File: config.mk
export PLATFORM = sky130hd
export DESIGN_NAME = pulse_stretch_mc
export DESIGN_NICKNAME = d
export VERILOG_FILES = /design/src/rtl/pulse_stretch_mc.sv
export SDC_FILE = /design/constraint.sdc
export NUM_CORES = 1
export LEC_CHECK = 0
export BUFFER_PORTS_ARGS = -buffer_cell sky130_fd_sc_hd__buf_2
export CORE_ASPECT_RATIO = 0.8
export CORE_UTILIZATION = 35
export CTS_CLUSTER_DIAMETER = 50
export DETAILED_ROUTE_END_ITERATION = 10
export PLACE_DENSITY = 0.63
export SYNTH_ARGS = -nofsm -noshare
export SYNTH_HDL_FRONTEND = slang
export SYNTH_SLANG_ARGS = --single-unit
File: constraint.sdc
create_clock -name clk -period 2.95 [get_ports clk]
set_clock_uncertainty 0.2 [all_clocks]
set_input_delay 0.1475 -clock clk [delete_from_list [all_inputs] [get_ports clk]]
set_output_delay 0.1475 -clock clk [all_outputs]
set_load 0.05 [all_outputs]
File: src/rtl/pulse_stretch_mc.sv
// Multi-channel event stretcher: each rising edge is replayed as a STRETCH_CYC pulse plus a GAP_CYC low gap.
// Latency is 1 cycle from rise to stretch_out/toggle_out; there is no backpressure, and excess events queue in a saturating counter.
module pulse_stretch_mc #(
  parameter int NUM_CH      = 4,
  parameter int STRETCH_CYC = 4,
  parameter int GAP_CYC     = 2,
  parameter int CNT_W       = 3
) (
  input  logic              clk,
  input  logic              rst,
  input  logic [NUM_CH-1:0] pulse_in,
  input  logic [NUM_CH-1:0] ovf_clr,
  output logic [NUM_CH-1:0] stretch_out,
  output logic [NUM_CH-1:0] toggle_out,
  output logic [NUM_CH-1:0] busy,
  output logic [NUM_CH-1:0] ovf_sticky
);
  localparam int               CNT_MAX  = (STRETCH_CYC > GAP_CYC) ? STRETCH_CYC : GAP_CYC;
  localparam int               TW       = (CNT_MAX > 1) ? $clog2(CNT_MAX) : 1;
  localparam logic [TW-1:0]    HI_LAST  = TW'(STRETCH_CYC - 1);
  localparam logic [TW-1:0]    GAP_LAST = TW'((GAP_CYC > 0) ? GAP_CYC - 1 : 0);
  localparam logic [CNT_W-1:0] PEND_MAX = '1;
  localparam bit               HAS_GAP  = (GAP_CYC > 0);

  typedef enum logic [1:0] {S_IDLE, S_HIGH, S_GAP} state_t;

  for (genvar i = 0; i < NUM_CH; i++) begin : g_ch
    state_t           state;
    logic [TW-1:0]    cnt;
    logic [CNT_W-1:0] pending;
    logic             prev_q;
    logic             stretch_q;
    logic             toggle_q;
    logic             ovf_q;
    logic             rise;
    logic             last;
    logic             start_pt;
    logic             go;
    logic             drop;

    assign rise = pulse_in[i] & ~prev_q;
    assign last = (cnt == '0);
    // Without a gap the last HIGH cycle doubles as a start point, merging back-to-back pulses.
    assign start_pt = (state == S_IDLE) ||
                      (last && ((state == S_GAP) || (state == S_HIGH && !HAS_GAP)));
    assign go   = start_pt && ((pending != '0) || rise);
    assign drop = !start_pt && rise && (pending == PEND_MAX);

    always_ff @(posedge clk) begin
      prev_q <= pulse_in[i];
      if (rst) begin
        state     <= S_IDLE;
        cnt       <= '0;
        pending   <= '0;
        stretch_q <= 1'b0;
        toggle_q  <= 1'b0;
        ovf_q     <= 1'b0;
      end else begin
        if (go) begin
          state     <= S_HIGH;
          cnt       <= HI_LAST;
          stretch_q <= 1'b1;
          toggle_q  <= ~toggle_q;
        end else if (start_pt) begin
          state     <= S_IDLE;
          cnt       <= '0;
          stretch_q <= 1'b0;
        end else if (state == S_HIGH && last) begin
          state     <= S_GAP;
          cnt       <= GAP_LAST;
          stretch_q <= 1'b0;
        end else begin
          cnt <= cnt - 1'b1;
        end

        // A pop and a simultaneous rise cancel, so a start never overflows.
        if (start_pt && (pending != '0)) begin
          if (!rise) pending <= pending - 1'b1;
        end else if (!start_pt && rise && !drop) begin
          pending <= pending + 1'b1;
        end

        if (drop) ovf_q <= 1'b1;
        else if (ovf_clr[i]) ovf_q <= 1'b0;
      end
    end

    assign stretch_out[i] = stretch_q;
    assign toggle_out[i]  = toggle_q;
    assign ovf_sticky[i]  = ovf_q;
    assign busy[i]        = (state != S_IDLE) || (pending != '0);
  end

endmodule
==> metrics <==
num rows 25; number of flops mapped to enable cells by yosys 0; vias in the first global route 1518; Yosys cell types between 40 and 50; most frequent cells in the layout dfxtp_1, nor2_1, buf_2; drt drc 0; pwr dens 1050 mW/mm^2; clk slew on worst S/H paths roughly 70 ps; die area 0.00644 mm^2; largest net degree at the start of global routing 45; Cell Area, Synth 0.00214 mm^2; critical path arrival about 2300 ps; FILL cells 592; gpl congestion around 0.8; Final Util 0.407; syn avg cell area 8.77 um^2; fin area 0.00241 mm^2; Achievable Freq 446 MHz; initial antenna violation count 0; aggregate negative setup slack 0 ps; Area Growth Syn to Fin 12.4%; Starting DRT DRC Count between 50 and 60; die width 89.4 um; Die Height 72.0 um; ys async rst share 0; VDD IR-drop max 0.527 mV; input/output buffers 25; Initial Util 0.362; outcome finished, final reports clean; Max Transition Viols Final 0; ratio of cells with drive above 1 in the final layout 0.188; # IOs 26; CTS resizes 0; gr usage total 0.129; slowest stage delay, CP 420 ps; grt ovf 0; Pre-Repair DR Iteration Count 4; Syn Inst Count 244; H-Tree Depth 2; slowest CP cell fa_1; RSZ-0062 raised after global routing false; Worst Setup End Kind flip-flop; multi-input logic area 0.00116 mm^2; core area around 0.006 mm^2; routed wire length 3720 um; Worst-Margin Slew approximately 790 ps; MaxCap Viol Count 0; clk sinks 40; Root Buffer clkbuf_8; most common cell after layout, fill and taps aside dfxtp_1; leakage power total 0.955 nW; WS Path Type reg -> reg; Setup Viol. Count Final 0; worst path required time 2960 ps; Synth Register Bits 40; routed vias/inst 4.84; fin nets 279; cts bufs inserted 5; Vias 1680; nature of the critical path startpoint flip-flop; part of the Yosys area used for sequential elements 0.374; DP HPWL 2640 um; CTS tree done; Placed Area 0.00224 mm^2; Synth Flop Type dfxtp_1; post-route ant nets 0; Worst slew margin 0.474; first-pass GRT wire length 6490 um; routed len/inst 10.7 um; period utilization 0.761; clk_lat worst skew 290 ps; syn_nets 258; Max Root-Sink Buffers 2; min Tclk post-route 2240 ps; setup bufs post-CTS 0; Hold/Removal Path Class in -> reg; Antenna diodes 0; critical-path cell list o21ai_2, and2_1, nand2_1, fa_1, inv_1, a2bb2o_1, a211oi_1; Final Hold Fails 0; Syn. warnings 0; FF+latch area around 800 um^2; CP Max Fanout 5
## worst max-delay path: cells and delay by family, from the launching register on
kind | cells | cell delay [ps]
AND/OR/NAND/NOR | 2 | 340
buffers and inverters | 1 | 110
adder cells (fa/ha/maj) | 1 | 420
flip-flops | 1 | 350
AO/OA/AOI/OAI | 3 | 750
## per-stage QoR
step / hold slack, ps / total power, mW / std cells / worst slack [ps]
after floorplan: -24.8 / 2.01 / 244 / 899
after global placement: 74.0 / 2.15 / 331 / 773
after detailed placement: 76.1 / 2.17 / 331 / 734
after CTS: 219 / 2.57 / 347 / 700
after global routing: 251 / 2.75 / 347 / 458
final: 226 / 2.53 / 347 / 706
## registers in the layout, summed over array words and instances (netlist names)
signal,count
g_ch.cnt,8
g_ch.pending,12
g_ch.ovf_q,4
g_ch.toggle_q,4
g_ch.prev_q,4
g_ch.stretch_q,1
g_ch.state,7
## layer usage
| metal | track usage | part of all wire | vias to the layer above |
|---|---|---|---|
| li1 | - | - | 894 |
| met2 | 0.195 | 0.44 | 30 |
| met3 | 0.0375 | 0.043 | 5 |
| met4 | 0.0476 | 0.010 | 0 |
| met1 | 0.175 | 0.51 | 751 |
| met5 | 0 | 0 | - |
## worst paths after layout
kind / startpoint / endpoint / slack (ps) / cells past startpoint
max: g_ch[2].cnt[0] / g_ch[2].pending[2] / 710 / 7
min: rst / g_ch[2].cnt[0] / 230 / 2
max reg2reg: g_ch[2].cnt[0] / g_ch[2].pending[2] / 710 / 7
min reg2reg: g_ch[2].ovf_q / g_ch[2].ovf_q / 270 / 2
## cell usage after synthesis, types with 3 or more instances
cell type,number,area [um^2]
a31oi_1,3,18.8
o31ai_1,3,22.5
nor3_1,4,20.0
o21ai_2,3,26.3
o211ai_2,3,37.5
clkbuf_1,5,18.8
a211oi_1,6,45.0
nand2_1,10,37.5
a221oi_1,3,26.3
nor2b_1,4,25.0
fa_1,4,80.1
o21ai_0,3,15.0
or3_1,11,68.8
o21a_1,4,30.0
nand3_1,3,15.0
buf_4,12,90.1
xor2_1,3,26.3
a21oi_1,17,85.1
inv_1,12,45.0
and2_1,12,75.1
nand2b_1,8,50.1
a21o_1,4,30.0
nor2_1,36,135
dfxtp_1,40,801
mux2_2,8,90.1
## layout make-up
type,instances,share of cell area
Sequential cell,40,0.333
Timing Repair Buffer,33,0.0853
Inverter,12,0.0187
Clock buffer,8,0.0374
Multi-Input combinational cell,173,0.484
Tap cell,81,0.0421
## where the power goes
part	internal (mW)	switching, mW
combinational	0.499	0.805
sequential	0.692	0.166
clock	0.191	0.182
## logic make-up (layout without fill, tap and decap cells)
kind of cell	after synthesis	count (layout)	synth area share
AND/OR/NAND/NOR	95	95	0.228
buffers and inverters	31	53	0.0824
AO/OA/AOI/OAI	60	60	0.210
multiplexers	10	10	0.0514
flip-flops	40	40	0.374
adder cells (fa/ha/maj)	4	4	0.0374
XOR/XNOR	4	4	0.0164
## timing repair
action / 4_1_cts / 5_1_grt
hold endpoints to repair: 8 / 0
setup endpoints to repair: 0 / 0
hold buffers: 8 / 0
No activity file was read; power rests on OpenSTA's default activity.
